`src/rtl/status_led_sequencer.sv`:
```
`default_nettype none
// ============================================================================
//  Module   : status_led_sequencer
//  Purpose  : Drives the board status LED from a slow prescaler tap. Modes:
//             off, steady on, blink, and a repeating error-code flash
//             (N pulses followed by a dark pause).
//  Revision : 1.0  initial release
// ----------------------------------------------------------------------------
//  Ports
//    clk        in   1  system clock, all state updates on posedge
//    reset      in   1  asynchronous, active-high
//    tick       in   1  prescaler tap (square wave), synchronous to clk
//    mode       in   2  00 off, 01 steady on, 10 blink, 11 error code
//    error_code in   4  pulse count for mode 11 (0 = pause only)
//    led        out  1  LED drive, active-high, registered
//    frame_done out  1  one-clk pulse at end of each error-code frame
//    frame_cnt  out  8  completed-frame counter (STATUS_LED_FRAME_CNT_EN only)
//  Configuration macro: STATUS_LED_FRAME_CNT_EN
// ============================================================================
module status_led_sequencer #(
    parameter int ON_TICKS    = 2,
    parameter int OFF_TICKS   = 2,
    parameter int PAUSE_TICKS = 8
) (
    input  logic       clk,
    input  logic       reset,
    input  logic       tick,
    input  logic [1:0] mode,
    input  logic [3:0] error_code,
    output logic       led,
    output logic       frame_done
`ifdef STATUS_LED_FRAME_CNT_EN
    ,
    output logic [7:0] frame_cnt
`endif
);

    localparam logic [1:0] c_MODE_OFF   = 2'b00;
    localparam logic [1:0] c_MODE_ON    = 2'b01;
    localparam logic [1:0] c_MODE_BLINK = 2'b10;
    localparam logic [1:0] c_MODE_CODE  = 2'b11;

    localparam logic [1:0] c_IDLE      = 2'd0;
    localparam logic [1:0] c_PULSE_ON  = 2'd1;
    localparam logic [1:0] c_PULSE_OFF = 2'd2;
    localparam logic [1:0] c_PAUSE     = 2'd3;

    localparam logic [3:0] c_ON_LEN    = 4'(ON_TICKS);
    localparam logic [3:0] c_OFF_LEN   = 4'(OFF_TICKS);
    localparam logic [3:0] c_PAUSE_LEN = 4'(PAUSE_TICKS);

    logic       r_tick_q;
    logic [1:0] r_mode_q;
    logic [1:0] r_state;
    logic [1:0] w_state_nxt;
    logic [3:0] r_dur_cnt;
    logic [3:0] r_code_q;
    logic [3:0] r_pulses_done;
    logic       r_led;
    logic       r_frame_done;
    logic       w_led_nxt;
    logic       w_frame_done_nxt;
    logic       w_tick_rise;
    logic       w_mode_chg;
    logic       w_run;
    logic       w_fire;

    assign w_tick_rise = tick & ~r_tick_q;
    assign w_mode_chg  = (mode != r_mode_q);

    // A tick rise that the error-code sequencer is allowed to consume; a
    // simultaneous mode change swallows it.
    assign w_run  = (mode == c_MODE_CODE) && !w_mode_chg && w_tick_rise;
    // IDLE leaves on the first rise; timed states leave when the duration
    // counter, loaded on entry, is on its last count.
    assign w_fire = w_run && ((r_state == c_IDLE) || (r_dur_cnt == 4'd1));

    // State register
    always_ff @(posedge clk or posedge reset) begin
        if (reset) begin
            r_state <= c_IDLE;
        end else begin
            r_state <= w_state_nxt;
        end
    end

    // Next-state logic
    always_comb begin
        w_state_nxt = r_state;
        if (w_mode_chg || (r_mode_q != c_MODE_CODE)) begin
            w_state_nxt = c_IDLE;
        end else if (w_fire) begin
            case (r_state)
                c_IDLE, c_PAUSE: w_state_nxt = (error_code != 4'd0) ? c_PULSE_ON : c_PAUSE;
                c_PULSE_ON:      w_state_nxt = c_PULSE_OFF;
                c_PULSE_OFF:     w_state_nxt = (r_pulses_done != r_code_q) ? c_PULSE_ON : c_PAUSE;
                default:         w_state_nxt = c_IDLE;
            endcase
        end
    end

    // Output logic (values registered in the datapath process)
    always_comb begin
        w_led_nxt        = r_led;
        w_frame_done_nxt = 1'b0;
        if (w_mode_chg) begin
            w_led_nxt = (mode == c_MODE_ON);
        end else begin
            case (r_mode_q)
                c_MODE_OFF:   w_led_nxt = 1'b0;
                c_MODE_ON:    w_led_nxt = 1'b1;
                c_MODE_BLINK: w_led_nxt = w_tick_rise ? ~r_led : r_led;
                default: begin
                    w_led_nxt        = (w_state_nxt == c_PULSE_ON);
                    w_frame_done_nxt = w_fire && (r_state == c_PAUSE);
                end
            endcase
        end
    end

    // Datapath: edge detector, mode tracking, counters, registered outputs
    always_ff @(posedge clk or posedge reset) begin
        if (reset) begin
            r_tick_q      <= 1'b1;   // a tick already high at release is not an edge
            r_mode_q      <= c_MODE_OFF;
            r_dur_cnt     <= 4'd0;
            r_code_q      <= 4'd0;
            r_pulses_done <= 4'd0;
            r_led         <= 1'b0;
            r_frame_done  <= 1'b0;
        end else begin
            r_tick_q     <= tick;
            r_led        <= w_led_nxt;
            r_frame_done <= w_frame_done_nxt;
            if (w_mode_chg) begin
                r_mode_q      <= mode;
                r_dur_cnt     <= 4'd0;
                r_code_q      <= 4'd0;
                r_pulses_done <= 4'd0;
            end else if (w_fire) begin
                case (w_state_nxt)
                    c_PULSE_ON:  r_dur_cnt <= c_ON_LEN;
                    c_PULSE_OFF: r_dur_cnt <= c_OFF_LEN;
                    c_PAUSE:     r_dur_cnt <= c_PAUSE_LEN;
                    default:     r_dur_cnt <= 4'd0;
                endcase
                // Frame start: latch the code and restart the pulse tally.
                if ((r_state == c_IDLE) || (r_state == c_PAUSE)) begin
                    r_code_q      <= error_code;
                    r_pulses_done <= 4'd0;
                end else if (r_state == c_PULSE_ON) begin
                    r_pulses_done <= r_pulses_done + 4'd1;
                end
            end else if (w_run) begin
                r_dur_cnt <= r_dur_cnt - 4'd1;
            end
        end
    end

`ifdef STATUS_LED_FRAME_CNT_EN
    logic [7:0] r_frame_cnt;

    always_ff @(posedge clk or posedge reset) begin
        if (reset) begin
            r_frame_cnt <= 8'd0;
        end else if (w_mode_chg) begin
            r_frame_cnt <= 8'd0;
        end else if (w_frame_done_nxt) begin
            r_frame_cnt <= r_frame_cnt + 8'd1;   // wraps 255 -> 0
        end
    end

    assign frame_cnt = r_frame_cnt;
`endif

    assign led        = r_led;
    assign frame_done = r_frame_done;

endmodule
`default_nettype wire

```
`config.mk`:
```
export PLATFORM = sky130hd
export DESIGN_NAME = status_led_sequencer
export DESIGN_NICKNAME = d
export VERILOG_FILES = /design/src/rtl/status_led_sequencer.sv
export SDC_FILE = /design/constraint.sdc
export NUM_CORES = 1
export LEC_CHECK = 0
export ABC_AREA = 1
export ABC_CLOCK_PERIOD_IN_PS = 3520
export BUFFER_PORTS_ARGS = -buffer_cell sky130_fd_sc_hd__buf_2
export CAP_MARGIN = 15
export CORE_MARGIN = 2
export CORE_UTILIZATION = 45
export DETAILED_ROUTE_END_ITERATION = 12
export SLEW_MARGIN = 20
export SYNTH_ARGS = -nofsm -noshare
export SYNTH_HDL_FRONTEND = slang
export SYNTH_SLANG_ARGS = --single-unit
```
`constraint.sdc`:
```
create_clock -name clk -period 3.52 [get_ports clk]
set_input_delay 0.704 -clock clk [delete_from_list [all_inputs] [get_ports clk]]
set_output_delay 0.704 -clock clk [all_outputs]
set_load 0.03 [all_outputs]
```
# Yosys cells after proc, flatten, opt, wreduce, memory -nomap -nowiden
# Cells that the tools add are included.
dict set report classes {
  n_addsub 2
  eq_ne 15
  muxes 21
  n_bitwise 3
  n_reduce_logical 20
}
# operator count
set op_table {}
lappend op_table {{4-bit two-way mux} 10}
lappend op_table {{2-bit equality test (second input constant)} 6}
lappend op_table {{2-bit by 1-bit equality test with 1-bit output (second input constant)} 4}
lappend op_table {{2-bit two-way mux} 4}
lappend op_table {{4-bit case mux with 2 select lines} 1}
lappend op_table {{2-bit case mux with 3 select lines} 1}
lappend op_table {{3-bit nonzero test} 2}
lappend op_table {{4-bit by 1-bit adder with 4-bit output (second input constant)} 1}
lappend op_table {{4-bit by 1-bit equality test with 1-bit output (second input constant)} 1}
lappend op_table {{1-bit logical AND} 4}
lappend op_table {{2-bit zero test} 2}
lappend op_table {{1-bit two-way mux} 4}
lappend op_table {{4-bit != test} 1}
lappend op_table {{2-bit AND reduction} 2}
lappend op_table {{2-bit nonzero test} 2}
lappend op_table {{4-bit nonzero test} 1}
lappend op_table {{2-bit OR reduction} 2}
lappend op_table {{4-bit by 1-bit subtractor with 4-bit output (second input constant)} 1}
lappend op_table {{1-bit logical OR} 3}
lappend op_table {{3-bit != test (second input constant)} 1}
lappend op_table {{1-bit case mux with 3 select lines} 1}
lappend op_table {{3-bit OR reduction} 1}
lappend op_table {{2-bit != test} 1}
lappend op_table {{2-bit != test (second input constant)} 1}
lappend op_table {{3 further kinds} 4}
dict set report totals {
  register_bits 19
  elab_cells 69
}

# Longest topological paths before layout
# Gate-level depths: netlist of the first run.
dict set report logic_depth {
  depth_word 12
  ltp_mapped 13
  depth_no_buf 13
}

# Worst setup path after synthesis of the first run
# Ideal clock, no wire load.
dict set report synth_path {
  path_type {input-to-reg}
  from {in mode[1]}
  to {reg r_dur_cnt[1]}
  t_arrival_ns 1.947
  setup_slack_ns 1.490
  path_stages 10
  n_path_buf 0
  cell_sequence {nand2_2 -> nor2_4 -> nand3_4 -> nor2_8 -> o21ai_0 -> a21oi_1 -> ha_1 -> a21oi_1 -> nand2_1 -> o21ai_0}
}
dict set report synth_between {
  elab_chain_len 12
}
# item line_no
set synth_lines {}
lappend synth_lines {{from (decl)} 28} ;# input logic [1:0] mode,
lappend synth_lines {{2-bit != test} 69} ;# assign w_mode_chg = (mode != r_mode_q);
lappend synth_lines {{1-bit zero test} 73} ;# assign w_run = (mode == c_MODE_CODE) && !w_mode_chg && w_tick_rise;
lappend synth_lines {{1-bit logical AND (2 in a row)} 73}
lappend synth_lines {{1-bit logical AND} 76} ;# assign w_fire = w_run && ((r_state == c_IDLE) || (r_dur_cnt == 4'd1));
lappend synth_lines {{2-bit two-way mux} 92} ;# end else if (w_fire) begin
lappend synth_lines {{2-bit two-way mux *} 90} ;# if (w_mode_chg || (r_mode_q != c_MODE_CODE)) begin
lappend synth_lines {{named net w_state_nxt[0]} 55} ;# logic [1:0] w_state_nxt;
lappend synth_lines {{2-bit by 1-bit equality test with 1-bit output or 2-bit equality test (tied branches)} 141} ;# case (w_state_nxt)
lappend synth_lines {{2-bit OR reduction (no source line)} --}
lappend synth_lines {{4-bit case mux with 2 select lines *} 141}
lappend synth_lines {{4-bit two-way mux *} 140} ;# end else if (w_fire) begin
lappend synth_lines {{4-bit two-way mux *} 135} ;# if (w_mode_chg) begin
lappend synth_lines {{to (signal assigned)} 142} ;# c_PULSE_ON: r_dur_cnt <= c_ON_LEN;
lappend synth_lines {{to (signal assigned)} 143} ;# c_PULSE_OFF: r_dur_cnt <= c_OFF_LEN;
lappend synth_lines {{to (signal assigned)} 144} ;# c_PAUSE: r_dur_cnt <= c_PAUSE_LEN;
lappend synth_lines {{to (decl)} 56} ;# logic [3:0] r_dur_cnt;
# The timed path passes the listed nets; every way through them passes the cells marked *.
# A chain may end at the register's enable or synchronous reset.

# Worst setup path in the final report of the first run
dict set report layout_path {
  from {reg r_dur_cnt[1]}
  to {reg r_dur_cnt[1]}
}
dict set report layout_between {
  elab_chain_len 10
}
# item line_no
set layout_lines {}
lappend layout_lines {{4-bit by 1-bit equality test with 1-bit output *} 76}
lappend layout_lines {{1-bit logical OR *} 76}
lappend layout_lines {{1-bit logical AND *} 76}
lappend layout_lines {{2-bit two-way mux *} 92}
lappend layout_lines {{2-bit two-way mux *} 90}
lappend layout_lines {{named net w_state_nxt[0]} 55}
lappend layout_lines {{2-bit by 1-bit equality test with 1-bit output or 2-bit equality test (tied branches)} 141}
lappend layout_lines {{2-bit OR reduction (no source line)} --}
lappend layout_lines {{4-bit case mux with 2 select lines *} 141}
lappend layout_lines {{4-bit two-way mux *} 140}
lappend layout_lines {{4-bit two-way mux *} 135}
# The timed path passes the listed nets; every way through them passes the cells marked *. The select of a mux whose other input is x is not followed.

==> summary.txt, run 1 <==
Worst hold path
  • HP Class: input port to async pin

STA
  • Final period util: 64.4%
  • Setup violators final: 0
  • Clock skew: 0.0170 ns
  • Final min period: 2.27 ns
  • Peak Freq: 441 MHz
  • Worst slew pin tran: 0.750 ns
  • Setup_tns: 0 ns
  • Final Hold Viols: 0
  • Final WS setup: 1.25 ns
  • Unrepaired setup endpoints after global routing: no
  • Max-slew violation count: 0
  • Max transition margin: 49.9%

Place
  • Placed Area: 1270 um2
  • Hpwl dp: 1790 um
  • # port buffers: 10
  • Placed instance count: 185
  • GPL Wtd Cong: 0.763
  • Post-Place Worst Slack: 1.17 ns

Worst setup path
  • CP endpoint kind: flip-flop
  • Worst path slowest cell: dfrtp_1
  • CP Data Required Time: 3.74 ns
  • Critical path cell sequence: inv_1, ha_1, nand2_1, o21bai_1, inv_2, nor2_8, o21ai_0, a21oi_1, ha_1, a21oi_1, nand2_1, o21ai_0
  • Worst Path Buf+Inv: 2
  • Crit start category: flip-flop
  • Top delay family on crit path: compound AO/OA/AOI/OAI gates
  • Crit Path Max Fanout: 7
  • Max stage delay on crit path: 0.38 ns
  • Critical path arrival: 2.48 ns
  • CP Class: flip-flop to flip-flop

Run
  • # Max-Cap Violations: 0

Die
  • Top Ports: 11
  • Die Span Y: 55.9 um
  • Die area: 3120 um2
  • Placeable Area: 2520 um2
  • Initial Utilization: 48.0%
  • Cell Rows: 18
  • Die Width: 55.9 um

Power
  • Sw Share: 28.2%
  • Clock share of power: 29.1%
  • Combinational share of power: 12.5%
  • Leak: 0.620 nW
  • Pwr Density: 304 nW/um2
  • Cell internal pwr: 284 uW
  • Sequential power share: 58.4%
  • Total power: 396 uW
  • Peak VDD IR: 0.261 mV
  • Psw: 111 uW

CTS
  • CTS tree: done
  • Clock root cell: clkbuf_4
  • Clock transition at path regs: 0.13 ns
  • TritonCTS Buffers: 3
  • CTS resizes: 0
  • Clk Latency, worst-skew pair: 0.31 ns
  • Clock Tree Buf Depth: 2
  • Clk sinks: 19
  • Postcts setup bufs: 0
  • Htree depth: 1
  • Number of hold buffers added after cts: 0

Synthesis
  • Post-synthesis sequential area ratio: 39.4%
  • #FFs+latches synth: 19
  • Top area cells in the synthesized netlist: dfrtp_1 (37%), nand2_1 (12%), ha_1 (9.3%)
  • Synth async-reset ratio: 100%
  • Syn_nets: 166
  • Post-Synthesis Cells: 148
  • Top-area cell type share of the netlist area: 37.2%
  • Post-synth top flop: dfrtp_1
  • Most frequent cell after synthesis: nand2_1
  • Synth cell count leaders: nand2_1 (40), inv_1 (20), dfrtp_1 (18)
  • Syn Area/Cell: 8.18 um2
  • Synth area leader: dfrtp_1
  • Post-synth EDFFs: 0
  • Synth unique cells: 27
  • Synth Warn #: 0
  • Mapped cell area: 1210 um2

Outcome
  • Outcome: finished clean

Global routing
  • Initial antenna violation count: 0
  • GRT Total Usage: 16.7%
  • Vias in the first global route: 904
  • Remaining Overflow, GRT: 0
  • Pin count of the biggest net entering global routing: 20
  • First-pass GRT wire length: 4190 um

Cells and area
  • Final instance count without filler cells: 189
  • Layout cells sized above 1: 17.6%
  • P&R area growth vs syn: 7.44%
  • # diodes: 0
  • Design area: 1300 um2
  • Nets: 178

Detailed routing
  • Routed Antenna Nets: 0
  • Vias: 935
  • Post-DR vias/cell: 4.95
  • DR pass1 iterations: 5
  • Initial drt markers: 21
  • Routed WL per cell: 12.3 um
  • DRC Markers: 0
  • Routed wire length: 2330 um
[power groups by stage]
stage	logic [mW]	registers [mW]	clock network, mW
after CTS	0.0504	0.231	0.117
after global placement	0.0491	0.235	0
final	0.0493	0.231	0.115
after detailed placement	0.0500	0.235	0
after floorplan	0.0349	0.237	0
after global routing	0.0561	0.232	0.129
[layer usage]
metal | part of all wire [%] | track usage (%) | vias up
li1 | - | - | 485
met1 | 49 | 24.7 | 424
met2 | 46 | 26.0 | 23
met3 | 4.5 | 2.09 | 3
met4 | 0.69 | 4.08 | 0
met5 | 0 | 0 | -
[cells by family after synthesis]
kind of cell	after synthesis	synth area share (%)
adders and majority gates	9	9.30
buffers and inverters	25	8.88
and+or+nand+nor	71	29.5
AOI/OAI and AO/OA	17	7.85
DFF	19	39.4
xor gates and xnor gates	7	5.06
[flip-flops by register name (all words and copies together), names as in the netlist]
| name | count |
|---|---|
| frame_done | 1 |
| r_dur_cnt | 4 |
| r_tick_q | 1 |
| led | 1 |
| r_mode_q | 2 |
| r_pulses_done | 4 |
| r_state | 2 |
| r_code_q | 4 |
[final timing paths]
check	startpoint	to	slack [ns]	depth (start not counted)
setup / recovery	r_dur_cnt[1]	r_dur_cnt[1]	1.25	12
min in group clk	r_code_q[3]	r_code_q[3]	0.54	2
hold reg to reg	r_code_q[3]	r_code_q[3]	0.54	2
max in group asynchronous	reset	r_state[0]	2.53	2
hold / removal	reset	r_code_q[3]	0.50	2
setup reg to reg	r_dur_cnt[1]	r_dur_cnt[1]	1.25	12
[layout make-up]
| type | count | area, um2 |
|---|---|---|
| clock buffers | 3 | 22.5 |
| clock inverters | 1 | 5.00 |
| fillers | 257 | 1220 |
| inverters | 22 | 82.6 |
| multi-input cells | 104 | 627 |
| flip-flops and latches | 19 | 477 |
| well taps | 30 | 37.5 |
| repair buffers | 10 | 50.0 |
[cells in the final DEF (no fill, tap or decap)]
cell type / instances
a21oi_1: 3
buf_2: 10
clkbuf_4: 3
clkinv_2: 1
dfrtp_1: 18
dfstp_2: 1
ha_1: 9
inv_1: 20
inv_2: 2
nand2_1: 40
nand2_2: 4
nand2_4: 1
nand3_1: 8
nand3_4: 1
nand3b_1: 1
nand4_1: 2
nor2_1: 9
nor2_4: 3
nor2_8: 1
o211ai_1: 1
o21ai_0: 6
o21ai_1: 4
o21bai_1: 2
o31ai_1: 1
or2_2: 1
xnor2_1: 4
xor2_1: 3
[worst register-to-register path: cells and delay by family (launching register included)]
family / cells / cell delay, ns
AO/OA/AOI/OAI: 5 / 0.86
adder cells (fa/ha/maj): 2 / 0.44
flip-flops: 1 / 0.38
AND/OR/NAND/NOR: 3 / 0.26
buffers and inverters: 2 / 0.24
[through the flow]
stage / hold slack (ns) / utilization [%]
floorplan: 0.479 / -
global placement: 0.494 / 50.5
detailed placement: 0.508 / 50.5
CTS: 0.531 / 51.6
global route: 0.521 / 51.6
finish: 0.505 / 51.6
Note: power is estimated with default switching activity, not from simulation.
==> run 2: changes to the inputs <==
--- a/config.mk
+++ b/config.mk
@@ -5,8 +5,8 @@
 export SDC_FILE = /design/constraint.sdc
 export NUM_CORES = 1
 export LEC_CHECK = 0
-export ABC_AREA = 1
-export ABC_CLOCK_PERIOD_IN_PS = 3520
+export ABC_AREA = 0
+export ABC_CLOCK_PERIOD_IN_PS = 2200
 export BUFFER_PORTS_ARGS = -buffer_cell sky130_fd_sc_hd__buf_2
 export CAP_MARGIN = 15
 export CORE_MARGIN = 2
==> constraint.sdc (replaced) <==
create_clock -name clk -period 2.2 [get_ports clk]
set_input_delay 0.44 -clock clk [delete_from_list [all_inputs] [get_ports clk]]
set_output_delay 0.44 -clock clk [all_outputs]
set_load 0.03 [all_outputs]
==> run 2 against run 1 <==
Net effect: the run now ends with negative setup slack left; power is 60% higher; sequential share of layout area shrank 5.2 points; die area decreased by 4.0%; non-clock buffer count increased by 20; clock power is 67% higher; wire length is 21% higher; largest power group unchanged.
==> summary.txt, run 2 <==
Global routing
  • GRT Total Usage: 21.1% (was 16.7%)
  • Initial antenna violation count: 0 (unchanged)
  • First-pass GRT wire length: 4380 um (was 4190 um)
  • Remaining Overflow, GRT: 0 (unchanged)
  • Pin count of the biggest net entering global routing: 20 (unchanged)
  • Vias in the first global route: 1005 (was 904)

STA
  • Clock skew: 0.00287 ns (was 0.0170 ns)
  • Worst slew pin tran: 0.767 ns (was 0.750 ns)
  • Max transition margin: 48.8% (was 49.9%)
  • Final period util: 106% (was 64.4%)
  • Unrepaired setup endpoints after global routing: yes (was no)
  • Setup violators final: 4 (was 0)
  • Final min period: 2.34 ns (was 2.27 ns)
  • Final WS setup: -0.138 ns (was 1.25 ns)
  • Final Hold Viols: 0 (unchanged)
  • Peak Freq: 428 MHz (was 441 MHz)
  • Max-slew violation count: 0 (unchanged)

CTS
  • Clock transition at path regs: 0.12 ns (was 0.13 ns)
  • CTS tree: done (unchanged)
  • TritonCTS Buffers: 3 (unchanged)
  • Clk Latency, worst-skew pair: 0.31 ns (about the same)
  • Number of hold buffers added after cts: 0 (unchanged)
  • Htree depth: 1 (unchanged)
  • Clk sinks: 19 (unchanged)
  • Clock Tree Buf Depth: 2 (unchanged)
  • Clock root cell: clkbuf_4 (unchanged)

Synthesis
  • Top-area cell type share of the netlist area: 38.9% (was 37.2%)
  • Top area cells in the synthesized netlist: dfrtp_1 (39%), ha_1 (9.7%), nand2_1 (4.9%) (was dfrtp_1 (37%), nand2_1 (12%), ha_1 (9.3%))
  • Post-synthesis sequential area ratio: 41.1% (was 39.4%)
  • Post-synth EDFFs: 0 (unchanged)
  • Synth Warn #: 0 (unchanged)
  • Synth cell count leaders: dfrtp_1 (18), nand2_1 (15), ha_1 (9), o21ai_0 (9) (was nand2_1 (40), inv_1 (20), dfrtp_1 (18))
  • Synth area leader: dfrtp_1 (unchanged)
  • #FFs+latches synth: 19 (unchanged)
  • Syn_nets: 141 (was 166)
  • Synth unique cells: 40 (was 27)
  • Post-synth top flop: dfrtp_1 (unchanged)
  • Mapped cell area: 1160 um2 (was 1210 um2)
  • Most frequent cell after synthesis: dfrtp_1 (was nand2_1)
  • Syn Area/Cell: 9.42 um2 (was 8.18 um2)
  • Post-Synthesis Cells: 123 (was 148)
  • Synth async-reset ratio: 100% (unchanged)

Detailed routing
  • Post-DR vias/cell: 5.65 (was 4.95)
  • Routed Antenna Nets: 0 (unchanged)
  • Initial drt markers: 11 (was 21)
  • Vias: 1028 (was 935)
  • DRC Markers: 0 (unchanged)
  • Routed WL per cell: 15.5 um (was 12.3 um)
  • Routed wire length: 2820 um (was 2330 um)
  • DR pass1 iterations: 4 (was 5)

Run
  • # Max-Cap Violations: 0 (unchanged)

Die
  • Die Span Y: 54.7 um (was 55.9 um)
  • Initial Utilization: 47.2% (was 48.0%)
  • Placeable Area: 2450 um2 (was 2520 um2)
  • Cell Rows: 18 (unchanged)
  • Die Width: 54.7 um (was 55.9 um)
  • Die area: 3000 um2 (was 3120 um2)
  • Top Ports: 11 (unchanged)

Place
  • Placed instance count: 171 (was 185)
  • GPL Wtd Cong: 0.762 (was 0.763)
  • Hpwl dp: 1940 um (was 1790 um)
  • Placed Area: 1330 um2 (was 1270 um2)
  • # port buffers: 10 (unchanged)

Worst hold path
  • HP Class: input port to flip-flop (was input port to async pin)

Worst setup path
  • Crit start category: flip-flop (unchanged)
  • CP Class: flip-flop to flip-flop (unchanged)
  • CP endpoint kind: flip-flop (unchanged)
  • Worst Path Buf+Inv: 2 (unchanged)
  • CP Data Required Time: 2.41 ns (was 3.74 ns)
  • Worst path slowest cell: dfrtp_1 (unchanged)
  • Max stage delay on crit path: 0.40 ns (was 0.38 ns)
  • Critical path cell sequence: inv_2, ha_4, or3b_4, a211oi_2, buf_4, or3_4, o31ai_4, ha_2, o21ai_2, o41ai_2, a22o_2 (was inv_1, ha_1, nand2_1, o21bai_1, inv_2, nor2_8, o21ai_0, a21oi_1, ha_1, a21oi_1, nand2_1, o21ai_0)
  • Critical path arrival: 2.55 ns (was 2.48 ns)
  • Top delay family on crit path: compound AO/OA/AOI/OAI gates (unchanged)
  • Crit Path Max Fanout: 3 (was 7)

Cells and area
  • Design area: 1520 um2 (was 1300 um2)
  • P&R area growth vs syn: 31.0% (was 7.44%)
  • Layout cells sized above 1: 36.2% (was 17.6%)
  • Nets: 171 (was 178)
  • Most frequent cells in the layout: dfrtp_1 (18), buf_4 (18), nand2_1 (14) (was nand2_1 (40), inv_1 (20), dfrtp_1 (18))
  • Fillers: 214 (was 257)
  • Final instance count without filler cells: 182 (was 189)
  • # diodes: 0 (unchanged)
  • Top Registers: r_code_q x4, r_dur_cnt x4, r_pulses_done x4 (unchanged)

Outcome
  • Failing checks: negative setup slack
  • Outcome: finished, violations left (was finished clean)

Power
  • Leak: 0.667 nW (was 0.620 nW)
  • Pwr Density: 416 nW/um2 (was 304 nW/um2)
  • Peak VDD IR: 0.367 mV (was 0.261 mV)
==> run 2: kinds of logic (layout without fill, tap and decap cells) <==
kind of cell	Yosys count	count (layout)	synth area share [%]
buf+inv	13	42	5.51
compound gates	31	31	17.2
flops	19	19	41.1
simple gates	43	43	20.3
fa+ha+maj	9	9	9.72
mux	1	1	0.864
xor+xnor	7	7	5.29
==> run 2: timing repair <==
action / in CTS / in global routing
cloned: 0 / 0
resized for setup: 11 / 9
pin swaps: 5 / 9
buffers inserted: 6 / 1
endpoints found under the setup margin: 4 / 4
hold endpoints to repair: 0 / 0
==> run 2: cell type report <==
cell class / instances / area (um2) / area share (%)
repair buffers: 30 / 208 / 13.7
well taps: 30 / 37.5 / 2.47
clock buffers: 4 / 26.3 / 1.73
inverters: 8 / 30.0 / 1.98
flip-flops and latches: 19 / 477 / 31.4
multi-input cells: 91 / 739 / 48.7
==> run 2: worst paths after layout <==
kind | cells past startpoint | startpoint | endpoint | slack, ns
worst min-delay path | 1 | tick | r_tick_q | 0.23
min in group asynchronous | 2 | reset | r_pulses_done[2] | 0.24
worst max-delay path | 11 | r_dur_cnt[1] | r_dur_cnt[3] | -0.14
max in group asynchronous | 2 | reset | r_state[0] | 1.48
worst max register to register | 11 | r_dur_cnt[1] | r_dur_cnt[3] | -0.14
worst min register to register | 1 | r_dur_cnt[1] | r_dur_cnt[1] | 0.54
==> run 2: stage by stage <==
stage	power [mW]	util [%]	worst slack, ns	hold WS, ns	setup TNS, ns
3_5_place_dp	0.440	54.0	-0.111	0.515	-0.230
4_1_cts	0.634	59.6	-0.113	0.226	-0.279
6_report	0.631	61.8	-0.138	0.230	-0.318
5_1_grt	0.655	61.8	-0.200	0.224	-0.574
2_1_floorplan	0.416	-	-0.0100	0.390	-0.0100
3_3_place_gp	0.438	54.0	-0.0475	0.510	-0.0475
==> run 2: per-layer routing <==
metal  track usage (%)  wire (um)  vias up
met1              24.1       1160      510
met4              9.17         36        0
met5                 0          0        -
li1                  -          -      495
met3              2.73         49        6
met2              38.7       1580       17
==> run 2: report_power, final <==
group          internal (mW)  total [mW]  switching [mW]  leakage [nW]
registers              0.357       0.365         0.00817         0.255
clock network         0.0709       0.192           0.121        0.0150
logic                 0.0295      0.0739          0.0444         0.396
total                  0.457       0.631           0.174         0.667
==> run 2: worst reg2reg max path, stage by stage (launching register included) <==
cell and delay (ns):
dfrtp_1 0.40, inv_2 0.07, ha_4 0.12, or3b_4 0.40, a211oi_2 0.27, buf_4 0.16
or3_4 0.13, o31ai_4 0.08, ha_2 0.20, o21ai_2 0.06, o41ai_2 0.09, a22o_2 0.26
==> run 3: changes to the inputs <==
--- a/config.mk
+++ b/config.mk
@@ -5,7 +5,7 @@
 export SDC_FILE = /design/constraint.sdc
 export NUM_CORES = 1
 export LEC_CHECK = 0
-export ABC_AREA = 0
+export ABC_AREA = 1
 export ABC_CLOCK_PERIOD_IN_PS = 2200
 export BUFFER_PORTS_ARGS = -buffer_cell sky130_fd_sc_hd__buf_2
 export CAP_MARGIN = 15
==> run 3 against run 2 <==
Net effect: the flow now finishes without violations; utilization fell by 9.1 points; non-clock buffer count is 17 lower; global-route usage decreased by 4.8 points; combinational power is 9.3% higher; register-to-register slack gained 0.28 ns; critical endpoint is now r_dur_cnt[1]; highest routed layer unchanged.
==> summary.txt, run 3 (synthesis results as in run 1) <==
Outcome
  • Outcome: finished clean (was finished, violations left)

Detailed routing
  • Routed WL per cell: 11.6 um (was 15.5 um)
  • Vias: 945 (was 1028)
  • Routed Antenna Nets: 0 (unchanged)
  • DR pass1 iterations: 4 (unchanged)
  • Post-DR vias/cell: 4.92 (was 5.65)
  • Routed wire length: 2220 um (was 2820 um)
  • DRC Markers: 0 (unchanged)
  • Initial drt markers: 18 (was 11)

Cells and area
  • Most frequent cells in the layout: nand2_1 (40), inv_1 (20), dfrtp_1 (18) (was dfrtp_1 (18), buf_4 (18), nand2_1 (14))
  • # diodes: 0 (unchanged)
  • Nets: 181 (was 171)
  • Layout cells sized above 1: 19.8% (was 36.2%)
  • Design area: 1330 um2 (was 1520 um2)
  • Fillers: 258 (was 214)
  • Top Registers: r_code_q x4, r_dur_cnt x4, r_pulses_done x4 (unchanged)
  • P&R area growth vs syn: 9.81% (was 31.0%)
  • Most common cell after layout, fill and taps aside: nand2_1

Power
  • Pwr Density: 477 nW/um2 (was 416 nW/um2)
  • Sw Share: 27.5% (about the same)
  • Peak VDD IR: 0.321 mV (was 0.367 mV)
  • Leak: 0.632 nW (was 0.667 nW)
  • Cell internal pwr: 460 uW (was 457 uW)
  • Total power: 634 uW (was 631 uW)
  • Combinational share of power: 12.7% (was 11.7%)
  • Sequential power share: 58.3% (was 57.8%)
  • Psw: 175 uW (was 174 uW)
  • Clock share of power: 29.0% (was 30.4%)

Worst setup path
  • Critical path arrival: 2.28 ns (was 2.55 ns)
  • Critical path cell sequence: inv_1, ha_1, o21bai_2, inv_2, nor2_8, o21ai_0, a21oi_2, ha_1, a21oi_1, nand2_1, o21ai_0 (was inv_2, ha_4, or3b_4, a211oi_2, buf_4, or3_4, o31ai_4, ha_2, o21ai_2, o41ai_2, a22o_2)
  • Crit start category: flip-flop (unchanged)
  • CP endpoint kind: flip-flop (unchanged)
  • CP Data Required Time: 2.43 ns (was 2.41 ns)
  • CP Class: flip-flop to flip-flop (unchanged)
  • Worst path slowest cell: dfrtp_1 (unchanged)
  • Max stage delay on crit path: 0.42 ns (was 0.40 ns)
  • Crit Path Max Fanout: 7 (was 3)

Die
  • Initial Utilization: 48.0% (was 47.2%)
  • Top Ports: 11 (unchanged)
  • Placeable Area: 2520 um2 (was 2450 um2)
  • Die Span Y: 55.9 um (was 54.7 um)
  • Die Width: 55.9 um (was 54.7 um)
  • Die area: 3120 um2 (was 3000 um2)
  • Cell Rows: 18 (unchanged)

Place
  • GPL Wtd Cong: 0.796 (was 0.762)
  • # port buffers: 10 (unchanged)
  • Hpwl dp: 1710 um (was 1940 um)
  • Placed Area: 1290 um2 (was 1330 um2)

STA
  • Max-slew violation count: 0 (unchanged)
  • Worst slew pin tran: 0.735 ns (was 0.767 ns)
  • Setup violators final: 0 (was 4)
  • Final min period: 2.06 ns (was 2.34 ns)
  • Setup_tns: 0 ns (was -0.318 ns)
  • Hold slack: 0.249 ns (was 0.230 ns)
  • Final Hold Viols: 0 (unchanged)
  • Peak Freq: 487 MHz (was 428 MHz)
  • Final period util: 93.4% (was 106%)
  • Unrepaired setup endpoints after global routing: no (was yes)
  • Max transition margin: 51.0% (was 48.8%)
  • Clock skew: 0.00499 ns (was 0.00287 ns)

CTS
  • Clock Tree Buf Depth: 2 (unchanged)
  • Number of hold buffers added after cts: 0 (unchanged)
  • TritonCTS Buffers: 3 (unchanged)
  • Clk Latency, worst-skew pair: 0.30 ns (was 0.31 ns)
  • Clk sinks: 19 (unchanged)
  • Clock transition at path regs: 0.12 ns (about the same)
  • CTS tree: done (unchanged)
  • Clock root cell: clkbuf_4 (unchanged)
  • Htree depth: 1 (unchanged)

Worst hold path
  • HP Class: input port to async pin (was input port to flip-flop)

Global routing
  • Pin count of the biggest net entering global routing: 20 (unchanged)
  • Remaining Overflow, GRT: 0 (unchanged)
  • First-pass GRT wire length: 4020 um (was 4380 um)
  • GRT Total Usage: 16.3% (was 21.1%)
  • Vias in the first global route: 917 (was 1005)
  • Initial antenna violation count: 0 (unchanged)

Run
  • # Max-Cap Violations: 0 (unchanged)
-- run 3: repair_timing --
| item | in CTS | in global routing |
|---|---|---|
| endpoints found under the setup margin | 0 | 2 |
| buffers inserted | 0 | 1 |
| resized for setup | 0 | 3 |
-- run 3: layout make-up --
class	instances	area [um2]	share of cell area (%)
timing repair buffer	13	72.6	5.46
tap	30	37.5	2.82
clock buffer	4	26.3	1.98
inverter	22	82.6	6.21
multi-input combinational	104	634	47.7
sequential	19	477	35.8
-- run 3: path summary, 6_finish.rpt --
| check | from | to | slack, ns | cells past startpoint |
|---|---|---|---|---|
| max | r_state[0] | r_dur_cnt[1] | 0.14 | 11 |
| min | reset | r_dur_cnt[1] | 0.25 | 2 |
| max reg2reg | r_state[0] | r_dur_cnt[1] | 0.14 | 11 |
| min reg2reg | r_code_q[1] | r_code_q[1] | 0.53 | 2 |
| max in group asynchronous | reset | r_pulses_done[2] | 1.49 | 2 |
| min in group clk | tick | r_tick_q | 0.26 | 1 |
-- run 3: worst max-delay path, delay by kind of cell (launching register included) --
kind	cells	cell delay, ns
buffers and inverters	2	0.21
flip-flops	1	0.42
AO/OA/AOI/OAI	5	0.73
adder cells (fa/ha/maj)	2	0.50
AND/OR/NAND/NOR	2	0.12
-- run 3: routing by layer --
metal | wire, um | up-vias | global-route usage (%)
li1 | - | 488 | -
met1 | 1110 | 434 | 22.4
met2 | 990 | 21 | 26.2
met3 | 103 | 2 | 2.09
met4 | 15 | 0 | 6.12
met5 | 0 | - | 0
-- run 3: stage by stage --
step / utilization [%] / worst slack (ns) / std cells
5_1_grt: 52.7 / 0.00118 / 192
3_5_place_dp: 51.1 / 0.0623 / 187
6_report: 52.7 / 0.145 / 192
2_1_floorplan: - / 0.256 / 148
4_1_cts: 52.1 / 0.0975 / 191
3_3_place_gp: 51.1 / 0.166 / 187
-- run 3: power groups by stage --
stage	Clock, mW	Combinational, mW	Sequential [mW]
final	0.184	0.0808	0.370
after global routing	0.201	0.0925	0.372
after CTS	0.191	0.0825	0.370
after detailed placement	0	0.0823	0.377
after global placement	0	0.0804	0.376
after floorplan	0	0.0558	0.379
